--- src/rtl/axis_frame_source_if.sv ---
// rtl/axis_frame_source_if.sv - AXI4-Stream pixel beat bundle between frame source and haze-removal core
//
// Signals:
//   TDATA  [31:0] {8'd0, R, G, B}
//   TVALID        head beat present
//   TLAST         last pixel of a line
//   TUSER         first pixel of a pass
//   TREADY        sink accepts the beat
// Modports: master (frame source side), slave (sink side).
interface axis_frame_source_if;
    logic [31:0] TDATA;
    logic        TVALID;
    logic        TLAST;
    logic        TUSER;
    logic        TREADY;

    modport master (
        output TDATA,
        output TVALID,
        output TLAST,
        output TUSER,
        input  TREADY
    );

    modport slave (
        input  TDATA,
        input  TVALID,
        input  TLAST,
        input  TUSER,
        output TREADY
    );
endinterface

--- src/rtl/axis_frame_source.sv ---
// rtl/axis_frame_source.sv - replays a stored RGB frame NUM_PASSES times as an AXI4-Stream
//
// Ports:
//   ACLK, ARESETn     clock, asynchronous active-low reset
//   start             one-cycle run request, honoured only when idle
//   busy              run in progress (reading or draining)
//   done              one-cycle pulse after the final beat handshake
//   pass_idx          pass currently being read, 0-based
//   mem_en, mem_addr  pixel memory read port, address = row*IMG_WIDTH+col
//   mem_rdata         {R,G,B}, valid the cycle after mem_en
//   M_AXIS            stream master (TDATA/TVALID/TLAST/TUSER/TREADY)
module axis_frame_source #(
    parameter int IMG_WIDTH  = 512,
    parameter int IMG_HEIGHT = 512,
    parameter int ADDR_WIDTH = 18,
    parameter int NUM_PASSES = 2
) (
    input  logic                  ACLK,
    input  logic                  ARESETn,
    input  logic                  start,
    output logic                  busy,
    output logic                  done,
    output logic [1:0]            pass_idx,
    output logic                  mem_en,
    output logic [ADDR_WIDTH-1:0] mem_addr,
    input  logic [23:0]           mem_rdata,
    axis_frame_source_if.master   M_AXIS
);
    localparam int                    COL_WIDTH = $clog2(IMG_WIDTH);
    localparam logic [ADDR_WIDTH-1:0] LAST_ADDR = ADDR_WIDTH'(IMG_WIDTH * IMG_HEIGHT - 1);
    localparam logic [COL_WIDTH-1:0]  LAST_COL  = COL_WIDTH'(IMG_WIDTH - 1);
    localparam logic [1:0]            LAST_PASS = 2'(NUM_PASSES - 1);

    typedef enum logic [1:0] {
        S_IDLE,
        S_RUN,
        S_DRAIN,
        S_DONE
    } state_t;

    state_t state;
    state_t state_nxt;

    logic [ADDR_WIDTH-1:0] addr;
    logic [COL_WIDTH-1:0]  col;

    // Sideband of the read currently in flight; its pixel arrives on mem_rdata.
    logic pend_valid;
    logic pend_first;
    logic pend_last;

    // Buffer entries are {first, last, rgb}; entry 0 is the head.
    logic [25:0] fifo_q [2];
    logic [1:0]  fifo_cnt;

    logic        head_valid;
    logic [25:0] head_word;
    logic        pop;
    logic        fifo_pop;
    logic        fifo_push;
    logic        wr_sel;
    logic [2:0]  occ;
    logic        issue;

    // When the buffer is empty the returning read is presented directly, so a
    // read issued in cycle n is a visible beat in cycle n+1 and a continuous
    // stream needs only one read in flight. A stalled in-flight beat drops into
    // the buffer unchanged, so the presented beat stays stable.
    always_comb begin
        head_valid = (fifo_cnt != 2'd0) || pend_valid;
        head_word  = (fifo_cnt != 2'd0) ? fifo_q[0] : {pend_first, pend_last, mem_rdata};
        pop        = head_valid && M_AXIS.TREADY;
        fifo_pop   = pop && (fifo_cnt != 2'd0);
        fifo_push  = pend_valid && !(pop && (fifo_cnt == 2'd0));
        wr_sel     = (fifo_cnt - {1'b0, fifo_pop}) != 2'd0;
        // Beats held after this cycle's pop: buffered plus in flight.
        occ        = {1'b0, fifo_cnt} + {2'b0, pend_valid} - {2'b0, pop};
        issue      = (state == S_RUN) && (occ < 3'd2);
    end

    assign M_AXIS.TVALID = head_valid;
    assign M_AXIS.TDATA  = head_valid ? {8'd0, head_word[23:0]} : 32'd0;
    assign M_AXIS.TLAST  = head_valid && head_word[24];
    assign M_AXIS.TUSER  = head_valid && head_word[25];

    assign mem_en   = issue;
    assign mem_addr = addr;
    assign busy     = (state == S_RUN) || (state == S_DRAIN);
    assign done     = (state == S_DONE);

    always_ff @(posedge ACLK or negedge ARESETn) begin
        if (!ARESETn) begin
            state <= S_IDLE;
        end else begin
            state <= state_nxt;
        end
    end

    always_comb begin
        state_nxt = state;
        case (state)
            S_IDLE: begin
                if (start) begin
                    state_nxt = S_RUN;
                end
            end
            S_RUN: begin
                if (issue && (addr == LAST_ADDR) && (pass_idx == LAST_PASS)) begin
                    state_nxt = S_DRAIN;
                end
            end
            S_DRAIN: begin
                if (occ == 3'd0) begin
                    state_nxt = S_DONE;
                end
            end
            S_DONE: begin
                state_nxt = S_IDLE;
            end
            default: begin
                state_nxt = S_IDLE;
            end
        endcase
    end

    // Read address, column and pass counters. A frame is whole lines, so the
    // column wraps together with the address at the end of each pass.
    always_ff @(posedge ACLK or negedge ARESETn) begin
        if (!ARESETn) begin
            addr     <= '0;
            col      <= '0;
            pass_idx <= 2'd0;
        end else if ((state == S_IDLE) && start) begin
            addr     <= '0;
            col      <= '0;
            pass_idx <= 2'd0;
        end else if (issue) begin
            if (addr == LAST_ADDR) begin
                addr <= '0;
                if (pass_idx != LAST_PASS) begin
                    pass_idx <= pass_idx + 2'd1;
                end
            end else begin
                addr <= addr + ADDR_WIDTH'(1);
            end
            col <= (col == LAST_COL) ? '0 : col + COL_WIDTH'(1);
        end
    end

    always_ff @(posedge ACLK or negedge ARESETn) begin
        if (!ARESETn) begin
            pend_valid <= 1'b0;
            pend_first <= 1'b0;
            pend_last  <= 1'b0;
        end else begin
            pend_valid <= issue;
            if (issue) begin
                pend_first <= (addr == '0);
                pend_last  <= (col == LAST_COL);
            end
        end
    end

    always_ff @(posedge ACLK or negedge ARESETn) begin
        if (!ARESETn) begin
            fifo_q[0] <= '0;
            fifo_q[1] <= '0;
            fifo_cnt  <= 2'd0;
        end else begin
            if (fifo_pop) begin
                fifo_q[0] <= fifo_q[1];
            end
            if (fifo_push) begin
                fifo_q[wr_sel] <= {pend_first, pend_last, mem_rdata};
            end
            fifo_cnt <= fifo_cnt + {1'b0, fifo_push} - {1'b0, fifo_pop};
        end
    end
endmodule

--- src/flat_wrapper.sv ---
// flat-port wrapper written by rule: the top's interface ports become plain ports
module axis_frame_source_flat 
#(
    parameter int IMG_WIDTH  = 512,
    parameter int IMG_HEIGHT = 512,
    parameter int ADDR_WIDTH = 18,
    parameter int NUM_PASSES = 2
)
  (ACLK, ARESETn, start, busy, done, pass_idx, mem_en, mem_addr, mem_rdata, M_AXIS_TDATA, M_AXIS_TVALID, M_AXIS_TLAST, M_AXIS_TUSER, M_AXIS_TREADY);
  axis_frame_source_if M_AXIS_i ();
  input  logic ACLK;
  input  logic ARESETn;
  input  logic start;
  output logic busy;
  output logic done;
  output logic [1:0] pass_idx;
  output logic mem_en;
  output logic [ADDR_WIDTH-1:0] mem_addr;
  input  logic [23:0] mem_rdata;
  output wire logic [$bits(M_AXIS_i.TDATA)-1:0] M_AXIS_TDATA;
  output wire logic [$bits(M_AXIS_i.TVALID)-1:0] M_AXIS_TVALID;
  output wire logic [$bits(M_AXIS_i.TLAST)-1:0] M_AXIS_TLAST;
  output wire logic [$bits(M_AXIS_i.TUSER)-1:0] M_AXIS_TUSER;
  input wire logic [$bits(M_AXIS_i.TREADY)-1:0] M_AXIS_TREADY;
  assign M_AXIS_TDATA = M_AXIS_i.TDATA;
  assign M_AXIS_TVALID = M_AXIS_i.TVALID;
  assign M_AXIS_TLAST = M_AXIS_i.TLAST;
  assign M_AXIS_TUSER = M_AXIS_i.TUSER;
  assign M_AXIS_i.TREADY = M_AXIS_TREADY;
  axis_frame_source #(.IMG_WIDTH(IMG_WIDTH), .IMG_HEIGHT(IMG_HEIGHT), .ADDR_WIDTH(ADDR_WIDTH), .NUM_PASSES(NUM_PASSES)) u_core (.ACLK(ACLK), .ARESETn(ARESETn), .start(start), .busy(busy), .done(done), .pass_idx(pass_idx), .mem_en(mem_en), .mem_addr(mem_addr), .mem_rdata(mem_rdata), .M_AXIS(M_AXIS_i));
endmodule
--- config.mk ---
export PLATFORM = sky130hd
export DESIGN_NAME = axis_frame_source_flat
export DESIGN_NICKNAME = d
export VERILOG_FILES = /design/src/rtl/axis_frame_source_if.sv /design/src/rtl/axis_frame_source.sv /design/src/flat_wrapper.sv
export SDC_FILE = /design/constraint.sdc
export NUM_CORES = 1
export LEC_CHECK = 0
export ABC_CLOCK_PERIOD_IN_PS = 7400
export BUFFER_PORTS_ARGS = -buffer_cell sky130_fd_sc_hd__buf_4
export CORE_MARGIN = 1
export CORE_UTILIZATION = 52
export DETAILED_ROUTE_END_ITERATION = 12
export PLACE_DENSITY_LB_ADDON = 0.08
export SKIP_LAST_GASP = 1
export SLEW_MARGIN = 20
export SYNTH_ARGS = -nofsm -noshare
export SYNTH_HDL_FRONTEND = slang
export SYNTH_SLANG_ARGS = --single-unit
--- constraint.sdc ---
create_clock -name ACLK -period 7.4 [get_ports ACLK]
set_clock_uncertainty 0.15 [all_clocks]
set_input_delay 1.11 -clock ACLK [delete_from_list [all_inputs] [get_ports ACLK]]
set_output_delay 1.11 -clock ACLK [all_outputs]
set_load 0.01 [all_outputs]
==> flow_summary.ini, run 1 <==
[run_status]
status = finished with violations
violations = DRC

[setup_path]
cp-end-kind = output pin
rr_endpoint = u_core.state[1]
worst_r2r_startpoint = u_core.pend_valid
cp_num_buf_inv = 6
crit_required_ns = 6.14
path_delay_family = buffers and inverters
cp-start-kind = flop
critPathKind = flop to output pin
cp_max_fo = 29
arrival_ns = 3.92
r2r_cells = 15
cp_cell_sequence = inv_1, nand2_1, and2_1, ha_1, inv_1, ha_1, inv_1, fa_1, xor2_1, or2_1, buf_4, clkinv_2, buf_4
slowest_delay_ns = 1.03
r2r_slack_ns = 3.14
crit_path_frequent_cell = inv_1
startpoint = u_core.pend_valid
cp_slowest_cell = dfrtp_1

[yosys]
synth.avg_cell_area_um2 = 9.37
ys_ff_latch = 88
synthDistinctLibCells = 51
async_reset_ff_share_pct = 100
synthCells = 511
synth_ff_type = dfrtp_1
synth_edf_count = 0
synth_area_um2 = 4790
yosysWarnings = 0
ys_seq_area_share_pct = 46.0

[cells_and_area]
final_cells = 686
n_antenna_cell = 0
syn_to_final_growth_pct = 16.1
finalNetCount = 616
design_area_um2 = 5560
layout_common_cells = dfrtp_1 (88), nand2_1 (83), buf_4 (80)
drive_above_1_share_pct = 22.8
fillers = 755
final_util_pct = 63.1
final_common_cell = dfrtp_1

[placed_design]
hpwl_um = 6830
dp.cells = 670
place_congestion = 0.830
port_buffers = 77
place_area_um2 = 5360

[clocking]
cts.path.max_buffers = 2
insertion_delay_ns = 0.36
cts_tree = yes
postCtsHoldBufs = 0
postCtsSetupBuffers = 0
clk_pin_slew_ns = 0.09
cts.htree.levels = 3
cts_made_buffers = 9
cts_root_buffer = clkbuf_8
cts_sinks = 88
post_cts_resized = 0

[floorplan]
die_h_um = 98.0
pin_count = 86
core_um2 = 8810
die_x_um = 98.0
fp.dieArea_um2 = 9600
start_util_pct = 54.4
core.rowCount = 34

[worst_hold_path]
hp-class = flop to flop
hold_path_depth = 1

[sta]
max_freq_ghz = 0.193
relSlewSlack_pct = 28.0
fin_tns_setup_ns = 0
slew_violations = 0
rsz0062_at_grt = no
final.min_clock_period_ns = 5.18
finalCritPeriodShare_pct = 70.0
hold_viol_final = 0
worst_pin_slew_ns = 1.08
setup_violations = 0

[power]
clockPowerShare_pct = 15.3
p_sw_uw = 904
leakage_uw = 0.00274
ir_drop_v = 0.000211
seqPwrFrac_pct = 36.8
combinationalPowerShare_pct = 47.9
internal_power_uw = 1290
p_per_area_nw_per_um2 = 394
p_sw_share_pct = 41.3

[global_route]
grt_overflow = 0
grt_pass1_wl_um = 17800
grt.total_usage_pct = 23.1
grt_max_degree = 49
grt_pass1_vias = 3778
antenna_found_initial = 0

[route]
drt-initial-drc-count = 160
wl_per_cell_um = 15.1
dr.pass1.iters = 9
drc = 10
vias = 3852
ant_nets = 0
avgViaCountPerCell = 5.62
routed_wl_um = 10400

[job]
max_cap_violations = 0
routing by layer:
metal | vias to the layer above | share of wire (%) | wire length [µm] | GRT usage (%)
li1 | 1873 | - | - | -
met1 | 1860 | 44 | 4610 | 30.1
met2 | 103 | 49 | 5130 | 39.5
met3 | 16 | 4.5 | 470 | 2.51
met4 | 0 | 1.6 | 170 | 8.97
met5 | - | 0 | 0 | 0
logic make-up after synthesis:
kind of cell | count (synthesis) | synth area share (%)
DFF | 88 | 46.0
adders and majority gates | 15 | 4.08
buffers and inverters | 53 | 5.38
xor gates and xnor gates | 11 | 2.01
other | 1 | 0.0783
AOI/OAI and AO/OA | 71 | 8.57
and+or+nand+nor | 218 | 21.9
muxes | 54 | 12.0
how the worst max path moves through the flow:
stage	cells after the start	slack, ns	end
6_report	13	2.22	mem_en
5_1_grt	13	2.02	mem_en
4_1_cts	13	1.83	mem_en
3_5_place_dp	13	2.23	mem_en
3_3_place_gp	13	2.39	mem_en
2_1_floorplan	13	3.36	mem_en
cell type report:
class | count | area [µm²] | area share (%)
flip-flops and latches | 88 | 2200 | 39.6
repair buffers | 80 | 601 | 10.8
clock buffers | 9 | 124 | 2.23
multi-input cells | 377 | 2360 | 42.5
inverters | 17 | 65.1 | 1.17
clock inverters | 7 | 71.3 | 1.28
well taps | 108 | 135 | 2.43
power groups by stage:
| stage | combinational [µW] | sequential (µW) | clock [µW] |
|---|---|---|---|
| after floorplan | 751 | 765 | 0 |
| after global placement | 1020 | 801 | 0 |
| after detailed placement | 1060 | 813 | 0 |
| after CTS | 1060 | 803 | 345 |
| after global routing | 1170 | 833 | 364 |
| final | 1050 | 806 | 334 |
synth_stat cells (all sizes together), types with 10 or more instances:
master | number | area [µm²]
nor3 | 11 | 66.3
inv | 16 | 60.1
a21oi | 47 | 235
mux2 | 27 | 304
mux2i | 27 | 270
o21ai | 10 | 50.1
nor2 | 47 | 176
ha | 14 | 175
clkbuf | 14 | 52.6
dfrtp | 88 | 2200
nand2 | 84 | 323
buf | 22 | 140
nand3 | 38 | 195
per-stage QoR:
stage / hold WS (ns) / total power (µW) / worst slack [ns]
2_1_floorplan: 0.330 / 1520 / 3.36
3_3_place_gp: 0.338 / 1820 / 2.39
3_5_place_dp: 0.344 / 1870 / 2.23
4_1_cts: 0.365 / 2210 / 1.83
5_1_grt: 0.381 / 2360 / 2.02
6_report: 0.362 / 2190 / 2.22
(Power assumes the default switching activity.)
==> run 2: changes to the inputs <==
Settings changed: ABC_CLOCK_PERIOD_IN_PS 7400 to 5200.
Clock period 7.4 ns to 5.2 ns, I/O delays scaled along.
==> flow_summary.ini, run 2 (synthesis gave the netlist of run 1 again) <==
[clocking]
post_cts_resized = 0
cts.path.max_buffers = 2
postCtsHoldBufs = 0
insertion_delay_ns = 0.35
cts_root_buffer = clkbuf_8
cts_sinks = 88
cts_tree = yes
cts.htree.levels = 3
postCtsSetupBuffers = 0
clk_pin_slew_ns = 0.09
cts_made_buffers = 9

[power]
p_per_area_nw_per_um2 = 566
ir_drop_v = 0.000334
leakage_uw = 0.00277

[setup_path]
crit_required_ns = 4.27
cp-end-kind = output pin
r2r_cells = 16
critPathKind = flop to output pin
cp-start-kind = flop
worst_r2r_startpoint = u_core.fifo_cnt[1]
r2r_slack_ns = 1.17
rr_endpoint = u_core.state[1]
arrival_ns = 3.67
cp_max_fo = 29

[cells_and_area]
final_util_pct = 63.8
fillers = 729
n_antenna_cell = 0
final_common_cell = dfrtp_1
layout_common_cells = dfrtp_1 (88), nand2_1 (83), buf_4 (82)
syn_to_final_growth_pct = 17.2
finalNetCount = 619
drive_above_1_share_pct = 22.9

[worst_hold_path]
hp-class = primary input to asynchronous set/reset pin

[floorplan]
die_x_um = 98.0
pin_count = 86
core.rowCount = 34
die_h_um = 98.0
fp.dieArea_um2 = 9600
start_util_pct = 54.4
core_um2 = 8810

[global_route]
grt_pass1_wl_um = 17500
grt_pass1_vias = 3708
grt.total_usage_pct = 22.7
antenna_found_initial = 0
grt_max_degree = 48
grt_overflow = 0

[placed_design]
port_buffers = 77
hpwl_um = 6690
place_congestion = 0.848

[job]
max_cap_violations = 0

[route]
routed_wl_um = 10300
drt-initial-drc-count = 196
vias = 3862
avgViaCountPerCell = 5.61
dr.pass1.iters = 9
wl_per_cell_um = 14.9
ant_nets = 0
drc = 10

[sta]
final.min_clock_period_ns = 4.60
worst_pin_slew_ns = 1.08
slew_violations = 0
rsz0062_at_grt = no
hold_viol_final = 0
setup_violations = 0
relSlewSlack_pct = 28.1
fin_tns_setup_ns = 0
finalCritPeriodShare_pct = 88.5
max_freq_ghz = 0.217

[run_status]
violations = DRC
status = finished with violations
==> run 2: worst max-delay path: stages, from the launching register on <==
cell	delay, ns
dfrtp_1	0.49
nor2_2	0.14
buf_4	0.32
nand2_1	0.12
and2_1	0.18
ha_1	0.27
inv_1	0.06
ha_1	0.13
inv_1	0.05
fa_1	0.36
xor2_1	0.22
or2_1	0.13
buf_4	0.28
clkinv_2	0.32
buf_4	0.25
==> run 2: worst max-delay path by stage <==
stage | startpoint | slack [ns] | to | depth (start not counted)
final | u_core.fifo_cnt[1] | 0.60 | mem_en | 14
after global routing | u_core.fifo_cnt[1] | 0.37 | mem_en | 14
after floorplan | u_core.fifo_cnt[1] | 1.49 | mem_en | 13
after global placement | u_core.fifo_cnt[1] | 1.07 | mem_en | 14
after CTS | u_core.fifo_cnt[1] | 0.58 | mem_en | 14
after detailed placement | u_core.fifo_cnt[1] | 0.96 | mem_en | 14
==> run 2: metal layers <==
metal	global-route usage (%)	up-vias	wire [µm]
li1	-	1880	-
met1	30.5	1860	4700
met2	37.5	111	4920
met3	3.15	11	520
met4	8.16	0	127
met5	0	-	0
==> run 2: area by class of cell <==
type                            instances  area [µm²]  area share, %
Clock buffer                           10         138           2.45
Tap cell                              108         135           2.41
Sequential cell                        88        2200           39.2
Timing Repair Buffer                   83         636           11.3
Inverter                               17        65.1           1.16
Clock inverter                          5        81.3           1.45
Multi-Input combinational cell        377        2360           42.0
==> run 2: through the flow <==
step | power (µW) | instance area, µm² | hold slack, ns | std cells | worst slack (ns)
after detailed placement | 2670 | 5400 | 0.345 | 673 | 0.964
after global routing | 3410 | 5610 | 0.293 | 688 | 0.372
final | 3180 | 5610 | 0.256 | 688 | 0.598
after global placement | 2620 | 5400 | 0.338 | 673 | 1.07
after CTS | 3200 | 5610 | 0.267 | 688 | 0.582
after floorplan | 2160 | 4810 | 0.330 | 518 | 1.49
==> run 2: report_power, final <==
| part | switching (µW) | internal (µW) |
|---|---|---|
| sequential | 176 | 940 |
| combinational | 858 | 681 |
| clock | 240 | 281 |
==> run 3: changes to the inputs <==
Settings changed: ABC_CLOCK_PERIOD_IN_PS 5200 to 5100.
Clock period 5.2 ns to 5.1 ns, I/O delays scaled along.
==> flow_summary.ini, run 3 (synthesis gave the netlist of run 1 again) <==
[run_status]
status = finished with violations
violations = DRC

[global_route]
grt_max_degree = 48
grt_pass1_vias = 3697
grt_pass1_wl_um = 17400
grt_overflow = 0
antenna_found_initial = 0
grt.total_usage_pct = 22.5

[route]
dr.pass1.iters = 9
wl_per_cell_um = 14.6
vias = 3828
drt-initial-drc-count = 171
avgViaCountPerCell = 5.55
routed_wl_um = 10100
ant_nets = 0
drc = 11

[cells_and_area]
finalNetCount = 620
n_antenna_cell = 0
final_cells = 690
syn_to_final_growth_pct = 17.1
drive_above_1_share_pct = 23.4
layout_common_cells = dfrtp_1 (88), buf_4 (84), nand2_1 (83)
final_common_cell = dfrtp_1

[placed_design]
dp_slack_ns = 0.897
hpwl_um = 6660
dp.cells = 674
place_congestion = 0.849
port_buffers = 77

[setup_path]
crit_path_frequent_cell = buf_4
cp-end-kind = output pin
rr_endpoint = u_core.state[1]
cp_max_fo = 29
cp_slowest_cell = dfrtp_1
crit_required_ns = 4.18
slowest_delay_ns = 0.50
cp_cell_sequence = nor2_2, buf_4, nand2_1, and2_1, ha_1, inv_1, ha_1, inv_1, fa_1, xor2_1, or2_1, buf_4, clkinv_2, buf_4
startpoint = u_core.fifo_cnt[1]
r2r_cells = 16
cp_num_buf_inv = 6
worst_r2r_startpoint = u_core.fifo_cnt[1]
cp-start-kind = flop
r2r_slack_ns = 1.12
endpoint = mem_en
cp_num_cells = 14
path_delay_family = buffers and inverters
critPathKind = flop to output pin
arrival_ns = 3.62

[power]
leakage_uw = 0.00276
p_per_area_nw_per_um2 = 572
ir_drop_v = 0.000319
p_total_uw = 3210

[clocking]
insertion_delay_ns = 0.35
cts_made_buffers = 9
postCtsSetupBuffers = 0
post_cts_resized = 0
cts.htree.levels = 3
cts_tree = yes
cts_sinks = 88
cts_root_buffer = clkbuf_8
clk_pin_slew_ns = 0.09
postCtsHoldBufs = 0
cts.path.max_buffers = 2

[floorplan]
die_h_um = 98.0
die_x_um = 98.0
start_util_pct = 54.4
core.rowCount = 34
fp.dieArea_um2 = 9600
core_um2 = 8810
pin_count = 86

[sta]
worst_pin_slew_ns = 0.787
rsz0062_at_grt = no
max_freq_ghz = 0.220
fin_tns_setup_ns = 0
final.min_clock_period_ns = 4.54
fin_ws_ns = 0.560
setup_violations = 0
finalCritPeriodShare_pct = 89.0
relSlewSlack_pct = 47.0
hold-worst-slack_ns = 0.238
hold_viol_final = 0
slew_violations = 0

[job]
max_cap_violations = 0

[worst_hold_path]
hp-class = primary input to asynchronous set/reset pin
-- run 3: changes by cell type in the layout (fill, tap and decap cells not counted), sizes merged --
cell and delta:
clkinvlp +2, clkinv -2, clkbuf +1, buf +1, bufinv -1, inv +1
-- run 3: where the power goes --
part / internal [µW] / switching [µW] / leakage [µW]
Combinational: 691 / 865 / 0.00159
Sequential: 959 / 180 / 0.00108
Clock: 257 / 255 / 0.0000997
-- run 3: per-stage QoR --
| stage | utilization (%) | area, µm² |
|---|---|---|
| after floorplan | - | 4810 |
| after global placement | 61.2 | 5390 |
| after detailed placement | 61.2 | 5390 |
| after CTS | 63.7 | 5610 |
| after global routing | 63.7 | 5610 |
| final | 63.7 | 5610 |
-- run 3: worst min-delay path by stage --
stage	start	to	slack [ns]	cells after the start
finish	ARESETn	u_core.fifo_q[34]	0.24	1
global route	ARESETn	u_core.fifo_q[34]	0.26	1
CTS	ARESETn	asynchronous set/reset pin	0.24	1
detailed placement	flop	flop	0.35	1
global placement	flop	flop	0.34	1
floorplan	ARESETn	asynchronous set/reset pin	0.32	0
-- run 3: area by class of cell --
cell class | instances | area (µm²)
fill | 762 | 3200
multi-input combinational | 377 | 2360
sequential | 88 | 2200
timing repair buffer | 84 | 631
clock buffer | 11 | 151
tap | 108 | 135
inverter | 17 | 65.1
clock inverter | 5 | 63.8
-- run 3: per-layer routing --
metal / track usage [%] / vias to the layer above / part of all wire, %
li1: - / 1883 / -
met1: 29.6 / 1839 / 46
met2: 38.0 / 97 / 48
met3: 3.87 / 9 / 4.2
met4: 6.76 / 0 / 1.3
met5: 0 / - / 0
